--- config.mk ---
export PLATFORM = sky130hd
export DESIGN_NAME = lamp_monitor
export DESIGN_NICKNAME = d
export VERILOG_FILES = /design/src/rtl/lamp_monitor.sv
export SDC_FILE = /design/constraint.sdc
export NUM_CORES = 1
export LEC_CHECK = 0
export ABC_AREA = 1
export CAP_MARGIN = 20
export CORE_ASPECT_RATIO = 1.25
export CORE_MARGIN = 5
export CORE_UTILIZATION = 40
export DETAILED_ROUTE_END_ITERATION = 8
export PLACE_DENSITY = 0.73
export SYNTH_ARGS = -nofsm -noshare
export SYNTH_HDL_FRONTEND = slang
export SYNTH_SLANG_ARGS = --single-unit
--- constraint.sdc ---
create_clock -name clk -period 2.78 [get_ports clk]
set_clock_uncertainty 0.1 [all_clocks]
set_input_delay 0.556 -clock clk [delete_from_list [all_inputs] [get_ports clk]]
set_output_delay 0.556 -clock clk [all_outputs]
set_load 0.1 [all_outputs]
--- src/rtl/lamp_monitor.sv ---
// lamp_monitor: watches a two-lamp traffic signal and its two-digit 7-segment
// countdown and flags illegal segment codes, bad countdown or phase order,
// and illegal lamp combinations.
//
// Optional feature macro: MON_SEG_FILTER_EN. When defined, a tuple must be
// stable for 2 consecutive clocks before it is acted on, which gives a
// latency of 3 cycles. When undefined, every tuple is acted on directly with
// a latency of 1 cycle.
//
// Ports:
//   clk        clock
//   rstn       asynchronous active-low reset
//   LED_RED    red lamp under observation
//   LED_GREEN  green lamp under observation
//   SS1/SS2    tens/units digit segments {g,f,e,d,c,b,a}, active-high
//   digit_bin  decoded count 0..99 (holds its value on illegal codes)
//   digit_vld  both segment codes legal
//   phase      00 WAIT, 01 RED, 10 GREEN, 11 FAULT
//   seg_err    sticky illegal segment code
//   seq_err    sticky countdown or phase-order violation
//   lamp_err   sticky illegal lamp combination
//   phase_cnt  completed phase changes, wraps at 255
module lamp_monitor #(
    parameter int unsigned RED_TIME   = 15,
    parameter int unsigned GREEN_TIME = 10
) (
    input  logic       clk,
    input  logic       rstn,
    input  logic       LED_RED,
    input  logic       LED_GREEN,
    input  logic [6:0] SS1,
    input  logic [6:0] SS2,
    output logic [6:0] digit_bin,
    output logic       digit_vld,
    output logic [1:0] phase,
    output logic       seg_err,
    output logic       seq_err,
    output logic       lamp_err,
    output logic [7:0] phase_cnt
);

    localparam int unsigned SEG_W = 7;
    localparam int unsigned DIG_W = 7;
    localparam int unsigned CNT_W = 8;
    localparam int unsigned TUP_W = 2 + 2 * SEG_W;

    typedef enum logic [1:0] {
        ST_WAIT  = 2'b00,
        ST_RED   = 2'b01,
        ST_GREEN = 2'b10,
        ST_FAULT = 2'b11
    } state_e;

    // Segment code to {legal, value}.
    function automatic logic [4:0] seg_dec(input logic [SEG_W-1:0] s);
        logic [4:0] r;
        case (s)
            7'h3F:   r = {1'b1, 4'd0};
            7'h06:   r = {1'b1, 4'd1};
            7'h5B:   r = {1'b1, 4'd2};
            7'h4F:   r = {1'b1, 4'd3};
            7'h66:   r = {1'b1, 4'd4};
            7'h6D:   r = {1'b1, 4'd5};
            7'h7D:   r = {1'b1, 4'd6};
            7'h07:   r = {1'b1, 4'd7};
            7'h7F:   r = {1'b1, 4'd8};
            7'h6F:   r = {1'b1, 4'd9};
            default: r = 5'd0;
        endcase
        return r;
    endfunction

    state_e             state_q, state_d;
    logic [DIG_W-1:0]   digit_bin_q, digit_bin_d;
    logic               digit_vld_q, digit_vld_d;
    logic               seg_err_q, seg_err_d;
    logic               seq_err_q, seq_err_d;
    logic               lamp_err_q, lamp_err_d;
    logic [CNT_W-1:0]   cnt_q, cnt_d;
    logic [DIG_W-1:0]   ref_q, ref_d;

    logic [TUP_W-1:0]   tup_raw_c;
    logic [TUP_W-1:0]   tup_c;
    logic               act_c;

    assign tup_raw_c = {LED_RED, LED_GREEN, SS1, SS2};

`ifdef MON_SEG_FILTER_EN
    // Two-deep history; act only once both stages hold the same tuple.
    logic [TUP_W-1:0] flt1_q, flt2_q;
    logic             fv1_q, fv2_q;

    always_ff @(posedge clk or negedge rstn) begin
        if (!rstn) begin
            flt1_q <= '0;
            flt2_q <= '0;
            fv1_q  <= 1'b0;
            fv2_q  <= 1'b0;
        end else begin
            flt1_q <= tup_raw_c;
            flt2_q <= flt1_q;
            fv1_q  <= 1'b1;
            fv2_q  <= fv1_q;
        end
    end

    assign act_c = fv1_q & fv2_q & (flt1_q == flt2_q);
    assign tup_c = flt2_q;
`else
    assign act_c = 1'b1;
    assign tup_c = tup_raw_c;
`endif

    // Tuple fields and decode.
    logic             led_r_c, led_g_c, one_led_c, legal_c, any_err_c, own_led_c;
    logic [4:0]       d1_c, d2_c;
    logic [DIG_W-1:0] val_c, flip_tgt_c;

    assign led_r_c    = tup_c[TUP_W-1];
    assign led_g_c    = tup_c[TUP_W-2];
    assign d1_c       = seg_dec(tup_c[2*SEG_W-1:SEG_W]);
    assign d2_c       = seg_dec(tup_c[SEG_W-1:0]);
    assign legal_c    = d1_c[4] & d2_c[4];
    assign val_c      = DIG_W'(d1_c[3:0]) * DIG_W'(10) + DIG_W'(d2_c[3:0]);
    assign one_led_c  = led_r_c ^ led_g_c;
    assign any_err_c  = seg_err_q | seq_err_q | lamp_err_q;
    assign own_led_c  = (state_q == ST_RED) ? led_r_c : led_g_c;
    assign flip_tgt_c = (state_q == ST_RED) ? DIG_W'(GREEN_TIME) : DIG_W'(RED_TIME);

    // Judge the accepted tuple; sequence checks stop once any flag is set.
    logic start_c, flip_c, ref_upd_c, seg_bad_c, seq_bad_c, lamp_bad_c;

    always_comb begin : judge
        start_c    = 1'b0;
        flip_c     = 1'b0;
        ref_upd_c  = 1'b0;
        seg_bad_c  = 1'b0;
        seq_bad_c  = 1'b0;
        lamp_bad_c = 1'b0;
        if (act_c) begin
            seg_bad_c  = !legal_c;
            lamp_bad_c = (led_r_c & led_g_c) |
                         (!led_r_c & !led_g_c & (state_q != ST_WAIT));
            if (legal_c && one_led_c && !any_err_c) begin
                case (state_q)
                    ST_WAIT: begin
                        start_c   = 1'b1;
                        ref_upd_c = 1'b1;
                    end
                    ST_RED, ST_GREEN: begin
                        if (own_led_c) begin
                            if (val_c != ref_q) begin
                                ref_upd_c = 1'b1;
                                seq_bad_c = (val_c != DIG_W'(ref_q - DIG_W'(1)));
                            end
                        end else begin
                            // Lamp flip: judged on its own, even if the value also moved.
                            ref_upd_c = 1'b1;
                            if ((ref_q == '0) && (val_c == flip_tgt_c)) begin
                                flip_c = 1'b1;
                            end else begin
                                seq_bad_c = 1'b1;
                            end
                        end
                    end
                    default: ;
                endcase
            end
        end
    end

    // FSM state register.
    always_ff @(posedge clk or negedge rstn) begin
        if (!rstn) begin
            state_q <= ST_WAIT;
        end else begin
            state_q <= state_d;
        end
    end

    // FSM next state: any raised flag forces FAULT, which only reset leaves.
    always_comb begin : next_state
        state_d = state_q;
        case (state_q)
            ST_FAULT: state_d = ST_FAULT;
            default: begin
                if (any_err_c) begin
                    state_d = ST_FAULT;
                end else if (start_c) begin
                    state_d = led_r_c ? ST_RED : ST_GREEN;
                end else if (flip_c) begin
                    state_d = (state_q == ST_RED) ? ST_GREEN : ST_RED;
                end
            end
        endcase
    end

    // FSM outputs.
    always_comb begin : outputs
        phase     = state_q;
        digit_bin = digit_bin_q;
        digit_vld = digit_vld_q;
        seg_err   = seg_err_q;
        seq_err   = seq_err_q;
        lamp_err  = lamp_err_q;
        phase_cnt = cnt_q;
    end

    // Datapath next values.
    always_comb begin : datapath
        digit_bin_d = digit_bin_q;
        digit_vld_d = digit_vld_q;
        seg_err_d   = seg_err_q | seg_bad_c;
        seq_err_d   = seq_err_q | seq_bad_c;
        lamp_err_d  = lamp_err_q | lamp_bad_c;
        cnt_d       = flip_c ? CNT_W'(cnt_q + CNT_W'(1)) : cnt_q;
        ref_d       = ref_upd_c ? val_c : ref_q;
        if (act_c) begin
            digit_vld_d = legal_c;
            if (legal_c) begin
                digit_bin_d = val_c;
            end
        end
    end

    // Datapath registers.
    always_ff @(posedge clk or negedge rstn) begin
        if (!rstn) begin
            digit_bin_q <= '0;
            digit_vld_q <= 1'b0;
            seg_err_q   <= 1'b0;
            seq_err_q   <= 1'b0;
            lamp_err_q  <= 1'b0;
            cnt_q       <= '0;
            ref_q       <= '0;
        end else begin
            digit_bin_q <= digit_bin_d;
            digit_vld_q <= digit_vld_d;
            seg_err_q   <= seg_err_d;
            seq_err_q   <= seq_err_d;
            lamp_err_q  <= lamp_err_d;
            cnt_q       <= cnt_d;
            ref_q       <= ref_d;
        end
    end

endmodule

==> flow_metrics.tcl, run 1 <==
set metrics [dict create \
    status "finished, violations left" \
    violations "setup timing" \
    postCtsHoldBufs 0 \
    wire_per_inst_um 12.2 \
    clock-sinks 28 \
    path_clk_slew_ns 0.10 \
    dp_hpwl_um 4830 \
    drv_cap 0 \
    grt_remaining_overflow 0 \
    syn_to_final_growth_pct 50.7 \
    slew_headroom_pct 75.3 \
    drive_above_1_share_pct 39.8 \
    p_leak_uw 0.00191 \
    place_worst_setup_slack_ns -1.30 \
    multi_input_area_sq_um 1750 \
    die_h_um 97.6 \
    layout.nets 504 \
    num-fill-cells 529 \
    synth_area_leader_cell "dfrtp_1" \
    p_total_uw 863 \
    clk_path_buf_depth 2 \
    synthTopCellsByCount "106 x nand2_1, 61 x inv_1, 41 x nand3_1, 28 x dfrtp_1, 26 x nor2_1" \
    rows 32 \
    power_density_nw_per_um2 233 \
    drtAntennaViolNets 0 \
    syn_area_sq_um 2450 \
    maxSlewViolCount 0 \
    clock.fmax_ghz 0.306 \
    ys_ff_latch 28 \
    regArea_sq_um 701 \
    synth_seq_area_share_pct 28.5 \
    num_vias 2690 \
    synthCells 362 \
    syn-num-nets 395 \
    arrival_ns 3.35 \
    synth_ff_type "dfrtp_1" \
    hold_violations 0 \
    grt_max_degree 29 \
    via_per_inst 4.85 \
    die_w_um 80.1 \
    dieArea_sq_um 7810 \
    yosysTopAreaCellShare_pct 28.5 \
    insertion_delay_ns 0.28 \
    cpMaxStageDelayCell "fa_2" \
    postSynth.asyncResetShare_pct 100 \
    netlist-cell-type-count 32 \
    cp-start-kind "input port" \
    rsz0062_at_grt "yes" \
    fin_crit_sh_pct 118 \
    critical_path_class "in2reg" \
    worstMarginPinSlew_ns 0.371 \
    antenna_found_initial 0 \
    drt_first_pass_iters 5 \
    grt_pass1_vias 2676 \
    drcViolationCount 0 \
    whs_ns 0.399 \
    yosys_warnings 0 \
    place.gp.congestion 0.870 \
    critPathMaxStageDelay_ns 0.57 \
    io_pins 39 \
    diodes 0 \
    cts_buffers 3 \
    design_area_sq_um 3700 \
    start_util_pct 40.3 \
    setup_viol 20 \
    placed_area_sq_um 3230 \
    synthTopCellsByArea "dfrtp_1 29%, nand2_1 16%, inv_1 9.3%" \
    cts_tree "yes" \
    gr-usage-all-layers_pct 17.3 \
    grt_first_pass_wirelength_um 11000 \
    setup_ws_ns -0.489 \
    irDropWorstVdd_mv 0.143 \
    crit_chain "buf_8, inv_4, nor2_2, nand2_1, nor2_2, buf_4, nand2_2, nand4_1, ha_4, ha_4, fa_2, nand2_2, nor2_1, nand2_1, nand2_2, inv_2, nand3_4, nand2_4, buf_4, nand2_1, nand3_1, nor3_2, o21bai_1" \
    yosysMostFrequentCell "nand2_1" \
    wl_um 6800 \
    avgSynthCellArea_sq_um 6.78 \
    period_minus_slack_ns 3.27 \
    htree_levels 1 \
    core_sq_um 6090 \
    min_path_type "reg2reg" \
    worstPathMaxFanout 4 \
    cp.required_ns 2.86 \
    synth_edf_count 0 \
    first_iter_violations 131 \
    cts-root-buf "clkbuf_8" \
    critical_path.endpoint_type "register" \
    portBuffers 38 \
]
[cell families (layout without fill, tap and decap cells)]
| group | Yosys count | after routing | share of synthesized area (%) |
|---|---|---|---|
| AOI/OAI and AO/OA | 20 | 20 | 4.54 |
| buffers and inverters | 66 | 174 | 10.1 |
| DFF | 28 | 28 | 28.5 |
| xor gates and xnor gates | 13 | 13 | 4.64 |
| adders and majority gates | 15 | 15 | 8.26 |
| and+or+nand+nor | 220 | 220 | 43.9 |
[critical path, delay by kind of cell]
kind | cells | cell delay, ns
buffers and inverters | 5 | 0.51
AOI/OAI and AO/OA | 1 | 0.09
and+or+nand+nor | 14 | 1.24
adders and majority gates | 3 | 0.95
[where the power goes]
group	leakage (uW)	total (uW)	switching, uW	internal [uW]
logic	0.00154	191	107	83.6
registers	0.000334	412	1.83	410
clock network	0.0000288	261	134	127
total	0.00191	863	242	621
[state kept, by name (all words and copies together), names as in the netlist]
signal and count:
digit_bin 7, phase 2, digit_vld 1, ref_q 7, seq_err 1, seg_err 1
phase_cnt 8, lamp_err 1
[routing by layer]
metal,vias to the layer above,GRT usage (%),wire [um],share of wire [%]
met2,74,33.2,3640,54
met4,0,10.0,288,4.2
li1,1353,-,-,-
met3,27,1.39,270,4.0
met1,1236,17.3,2600,38
met5,-,0,0,0
[cells in the final DEF (no fill, tap or decap), types with 5 or more instances in the layout]
cell type | netlist | layout
o21ai_0 | 8 | 5
xnor2_1 | 6 | 6
nand3_2 | 3 | 12
inv_1 | 61 | 55
nor2_1 | 26 | 21
ha_1 | 13 | 8
nand2_1 | 106 | 94
o21ai_1 | 8 | 9
xor2_1 | 7 | 7
nand3_1 | 41 | 31
nor2_2 | 5 | 9
buf_6 | 0 | 5
inv_2 | 3 | 8
nand2_2 | 13 | 21
buf_4 | 0 | 86
nand4_1 | 8 | 8
nand2_4 | 2 | 5
dfrtp_1 | 28 | 28
[worst paths after layout]
check | slack [ns] | endpoint | depth (start not counted) | start
setup reg to reg | 0.40 | ref_q[3]$_DFFE_PN0P_ | 18 | phase[1]$_DFFE_PN0P_
hold reg to reg | 0.40 | digit_bin[4]$_DFFE_PN0P_ | 2 | digit_bin[4]$_DFFE_PN0P_
hold / removal | 0.40 | digit_bin[4]$_DFFE_PN0P_ | 2 | digit_bin[4]$_DFFE_PN0P_
setup / recovery | -0.49 | seq_err$_DFF_PN0_ | 23 | SS1[2]
max in group asynchronous | 1.74 | phase_cnt[2]$_DFFE_PN0P_ | 2 | rstn
min in group asynchronous | 0.56 | ref_q[3]$_DFFE_PN0P_ | 2 | rstn
[final cells by class]
cell class                      instances  area share [%]
Clock buffer                            4            1.49
Inverter                               65            6.66
Tap cell                               85            2.88
Multi-Input combinational cell        268            47.2
Sequential cell                        28            18.9
Timing Repair Buffer                  105            22.8
[metrics by stage]
stage                     setup TNS (ns)  instances  util, %
after global placement            -24.50        523     53.1
after detailed placement          -26.03        523     53.1
after floorplan                    -7.68        362        -
final                              -8.79        555     60.8
after global routing              -11.73        555     60.8
after CTS                          -6.33        547     59.0
[what timing repair did]
action                     in CTS  in global routing
gates resized for setup       106                 19
setup buffers                  23                  8
gates cloned                    0                  0
setup endpoints to repair      23                 21
pin swaps                      48                 32
Note: power is estimated with default switching activity, not from simulation.
==> run 2, diff against run 1 <==
CELL_PAD_IN_SITES_DETAIL_PLACEMENT = 0   (was not set)
CELL_PAD_IN_SITES_GLOBAL_PLACEMENT = 1   (was not set)
CORE_UTILIZATION = 38   (was 40)
PLACE_DENSITY = 0.91   (was 0.73)
==> run 2 against run 1 <==
Compared with the run above:
- the flow still finishes with violations (setup timing)
- count of clock-buffer cells in the layout is the same
- total power is essentially flat
- setup slack lost 0.020 ns
- first-iteration DRC count shrank 5.3%
- clock power shrank 3%
- utilization grew 1.8 points
- flip-flop and latch count is the same
- cell count grew 2.0%
- critical path type unchanged
- critical endpoint is now ref_q[4]$_DFFE_PN0P_
==> flow_metrics.tcl, run 2 (synthesized netlist as in run 1, its figures left out) <==
set metrics [dict create \
    status "finished, violations left" \
    violations "setup timing" \
    irDropWorstVdd_mv 0.175 \
    fin_crit_sh_pct 118 \
    critical_path_class "in2reg" \
    final_common_cell "buf_4" \
    worstPathMaxFanout 8 \
    core_sq_um 6250 \
    internal_power_uw 623 \
    drcViolationCount 0 \
    grt_remaining_overflow 0 \
    period_minus_slack_ns 3.29 \
    io_pins 39 \
    layout.nets 515 \
    clock-sinks 28 \
    cpMaxStageDelayCell "fa_1" \
    met3WireLength_um 270 \
    first_iter_violations 124 \
    drv_cap 0 \
    rsz0062_at_grt "yes" \
    diodes 0 \
    rows 32 \
    p_leak_uw 0.00201 \
    wl_met1_um 2660 \
    clock.fmax_ghz 0.304 \
    p_total_uw 863 \
    path_clk_slew_ns 0.10 \
    clk_path_buf_depth 2 \
    maxSlewViolCount 0 \
    slew_headroom_pct 70.8 \
    cp.required_ns 2.86 \
    cts_buffers 3 \
    dieArea_sq_um 8180 \
    min_path_type "reg2reg" \
    die_w_um 81.9 \
    power_density_nw_per_um2 221 \
    grt_max_degree 29 \
    cts_tree "yes" \
    sw_frac_of_total_pct 27.9 \
    via_per_inst 4.88 \
    num_vias 2764 \
    pwr-share-seq_pct 47.8 \
    wl_um 7240 \
    critPathMaxStageDelay_ns 0.51 \
    insertion_delay_ns 0.27 \
    antenna_found_initial 0 \
    setup_viol 19 \
    drt_first_pass_iters 4 \
    critical_path.endpoint_type "register" \
    htree_levels 1 \
    setup_ws_ns -0.508 \
    syn_to_final_growth_pct 59.3 \
    hold_violations 0 \
    p_switching_uw 240 \
    most-common-layout-cells "94 x buf_4, 86 x nand2_1, 54 x inv_1" \
    wire_per_inst_um 12.8 \
    cts-root-buf "clkbuf_8" \
    grt_first_pass_wirelength_um 11200 \
    wl_met2_um 4000 \
    worstMarginPinSlew_ns 0.436 \
    largest_register_ffs 8 \
    drtAntennaViolNets 0 \
    gr-usage-all-layers_pct 17.1 \
    p_clk_share_pct 29.4 \
    portBuffers 38 \
    start_util_pct 39.3 \
    dp_hpwl_um 5010 \
    whs_ns 0.393 \
    cpMostUsedCell "nand2_2" \
    drive_above_1_share_pct 44.1 \
    arrival_ns 3.37 \
    top_layer "met4" \
    die_h_um 99.9 \
    p_comb_share_pct 22.8 \
    grt_pass1_vias 2669 \
    place.gp.congestion 0.873 \
    cp-start-kind "input port" \
]
-- run 2: power groups by stage --
stage	Clock [uW]	Combinational [uW]	Sequential, uW
floorplan	0	53.9	441
finish	254	197	412
CTS	258	182	412
global route	273	212	413
detailed placement	0	164	420
global placement	0	161	420
-- run 2: worst max-delay path, delay by kind of cell --
kind / cells / cell delay [ns]
buffers and inverters: 5 / 0.37
AND/OR/NAND/NOR: 17 / 1.57
adder cells (fa/ha/maj): 3 / 0.86
-- run 2: worst paths after layout --
kind / start / end / slack, ns / cells after the start
worst min-delay path: digit_bin[3]$_DFFE_PN0P_ / digit_bin[3]$_DFFE_PN0P_ / 0.39 / 2
worst min register to register: digit_bin[3]$_DFFE_PN0P_ / digit_bin[3]$_DFFE_PN0P_ / 0.39 / 2
max in group asynchronous: rstn / phase_cnt[5]$_DFFE_PN0P_ / 1.75 / 2
worst max-delay path: SS1[6] / ref_q[4]$_DFFE_PN0P_ / -0.51 / 25
worst max register to register: phase[1]$_DFFE_PN0P_ / ref_q[4]$_DFFE_PN0P_ / 0.35 / 18
min in group asynchronous: rstn / ref_q[2]$_DFFE_PN0P_ / 0.55 / 2
-- run 2: area by class of cell --
cell class,instances,area [sq um]
clock buffer,4,55.1
fill,542,2340
inverter,65,249
multi-input combinational,269,1860
sequential,28,701
tap,85,106
timing repair buffer,115,935
-- run 2: per-stage QoR --
| stage | TNS, ns | worst slack [ns] | cell area, sq um | util (%) | instances |
|---|---|---|---|---|---|
| final | -8.26 | -0.508 | 3910 | 62.6 | 566 |
| after detailed placement | -24.99 | -1.26 | 3280 | 52.4 | 529 |
| after CTS | -6.77 | -0.405 | 3680 | 58.9 | 566 |
| after floorplan | -7.68 | -0.451 | 2510 | - | 362 |
| after global routing | -11.63 | -0.674 | 3910 | 62.6 | 566 |
| after global placement | -23.87 | -1.19 | 3280 | 52.4 | 529 |
-- run 2: timing repair --
item	in CTS	in global routing
cloned	1	1
gates resized for setup	89	62
endpoints found under the setup margin	23	27
pin swaps	45	36
buffers inserted	32	7
hold buffers	0	0
-- run 2: layer usage --
layer  vias to the layer above  track usage (%)
li1                       1382                -
met5                         -                0
met4                         0             9.72
met3                        30             1.44
met1                      1274             18.6
met2                        78             31.4
==> run 3, diff against run 2 <==
--- a/constraint.sdc
+++ b/constraint.sdc
@@ -4,2 +4,2 @@
 set_output_delay 0.556 -clock clk [all_outputs]
-set_load 0.1 [all_outputs]
+set_load 0.02 [all_outputs]
==> run 3 against run 2 <==
Compared with the run above:
- the flow still finishes with violations (setup timing)
- maximum frequency down 1.3%
- setup slack worse by 0.045 ns
- via count unchanged
- flip-flop and latch count unchanged
==> flow_metrics.tcl, run 3 (synthesized netlist as in run 1, its figures left out) <==
set metrics [dict create \
    status "finished, violations left" \
    violations "setup timing" \
    instances_no_fill 576 \
    antenna_found_initial 0 \
    die_h_um 99.9 \
    grt_util_met3_pct 1.17 \
    path_clk_slew_ns 0.09 \
    r2r_cells 17 \
    insertion_delay_ns 0.27 \
    die_w_um 81.9 \
    core_sq_um 6250 \
    num_vias 2764 \
    arrival_ns 3.40 \
    maxSlewViolCount 0 \
    place_worst_setup_slack_ns -1.32 \
    grt_pass1_vias 2846 \
    grt_max_degree 29 \
    grt_remaining_overflow 0 \
    cts-root-buf "clkbuf_8" \
    clock-sinks 28 \
    worstMarginPinSlew_ns 0.364 \
    r2r_setup_slack_ns 0.39 \
    setup_ws_ns -0.553 \
    timing.rr.start "phase[0]$_DFFE_PN0P_" \
    critical_path_class "in2reg" \
    portBuffers 38 \
    met1_usage_pct 20.1 \
    period_minus_slack_ns 3.33 \
    dp_hpwl_um 4960 \
    rsz0062_at_grt "yes" \
    design_area_sq_um 4110 \
    cts_tree "yes" \
    grt_first_pass_wirelength_um 12400 \
    p_leak_uw 0.00202 \
    gr-usage-all-layers_pct 18.7 \
    drive_above_1_share_pct 43.0 \
    first_iter_violations 56 \
    drcViolationCount 0 \
    r2r_end "ref_q[5]$_DFFE_PN0P_" \
    worstPathMaxFanout 8 \
    num-fill-cells 527 \
    power_density_nw_per_um2 199 \
    irDropWorstVdd_mv 0.146 \
    wl_um 7350 \
    busiest_layer "met2" \
    p_total_uw 817 \
    setup_viol 20 \
    endpoint "ref_q[5]$_DFFE_PN0P_" \
    diodes 0 \
    postCtsHoldBufs 0 \
    clock.fmax_ghz 0.300 \
    clk_path_buf_depth 2 \
    drtAntennaViolNets 0 \
    cp.required_ns 2.84 \
    start_util_pct 39.3 \
    slew_headroom_pct 75.6 \
    placedCellCount 531 \
    io_pins 39 \
    hold_violations 0 \
    startpoint "SS1[3]" \
    use_met2_pct 35.2 \
    dieArea_sq_um 8180 \
    most-common-layout-cells "78 x nand2_1, 77 x buf_4, 54 x inv_1" \
    cp-start-kind "input port" \
    critical_path.endpoint_type "register" \
    final_common_cell "nand2_1" \
    layout.nets 526 \
    syn_to_final_growth_pct 67.3 \
    drt_first_pass_iters 4 \
    wire_per_inst_um 12.8 \
    placed_area_sq_um 3360 \
    largest_register_ffs 8 \
    place.gp.congestion 0.894 \
    min_path_type "reg2reg" \
    fin_crit_sh_pct 120 \
    drv_cap 0 \
    htree_levels 1 \
    via_per_inst 4.80 \
    cts_buffers 3 \
    rows 32 \
]
[run 3: area by class of cell]
class | count | area [sq um] | area share [%]
multi-input combinational | 269 | 1920 | 46.7
timing repair buffer | 126 | 1090 | 26.5
sequential | 28 | 701 | 17.1
inverter | 65 | 249 | 6.06
tap | 85 | 106 | 2.59
clock buffer | 3 | 41.3 | 1.01
[run 3: worst min path at each step]
stage / start / cells past startpoint / to
global placement: digit_bin[3]$_DFFE_PN0P_ / 2 / digit_bin[3]$_DFFE_PN0P_
global route: digit_bin[5]$_DFFE_PN0P_ / 2 / digit_bin[5]$_DFFE_PN0P_
CTS: digit_bin[3]$_DFFE_PN0P_ / 2 / digit_bin[3]$_DFFE_PN0P_
finish: digit_bin[5]$_DFFE_PN0P_ / 2 / digit_bin[5]$_DFFE_PN0P_
floorplan: rstn / 0 / digit_bin[0]$_DFFE_PN0P_
detailed placement: digit_bin[3]$_DFFE_PN0P_ / 2 / digit_bin[3]$_DFFE_PN0P_
[run 3: stage by stage]
stage / hold WS (ns) / TNS (ns) / util, %
floorplan: 0.160 / -7.93 / -
global placement: 0.365 / -23.81 / 53.8
detailed placement: 0.372 / -25.85 / 53.8
CTS: 0.394 / -6.27 / 63.4
global route: 0.423 / -12.98 / 65.7
finish: 0.388 / -9.42 / 65.7
[run 3: routing by layer]
metal | wire [um] | part of all wire [%]
met2 | 4010 | 54
met1 | 2770 | 38
met5 | 0 | 0
met3 | 184 | 2.5
met4 | 398 | 5.4
[run 3: critical path, stage by stage]
cell     delay, ns
buf_12        0.09
nand2_8       0.06
nor3b_4       0.22
nand3_2       0.13
nand2_2       0.11
nor2_4        0.04
inv_2         0.08
ha_4          0.20
ha_4          0.16
fa_1          0.54
nand2_1       0.10
nor2_1        0.09
nand2_1       0.10
nand2_4       0.12
nand3_2       0.06
nand3_1       0.08
nand2_2       0.06
nor2_2        0.11
nand2_2       0.06
nand2_2       0.08
nand2_4       0.10
nand2_8       0.11
nand2_2       0.05
nand2_1       0.06
inv_1         0.04
[run 3: where the power goes]
part	internal, uW	switching, uW
Combinational	96.0	96.4
Sequential	410	2.01
Clock	97.0	115
Total	603	213
[run 3: timing repair]
action / 4_1_cts / 5_1_grt
pin swaps: 44 / 30
setup buffers: 47 / 7
gates cloned: 2 / 0
gates resized for setup: 123 / 49
setup endpoints to repair: 23 / 27
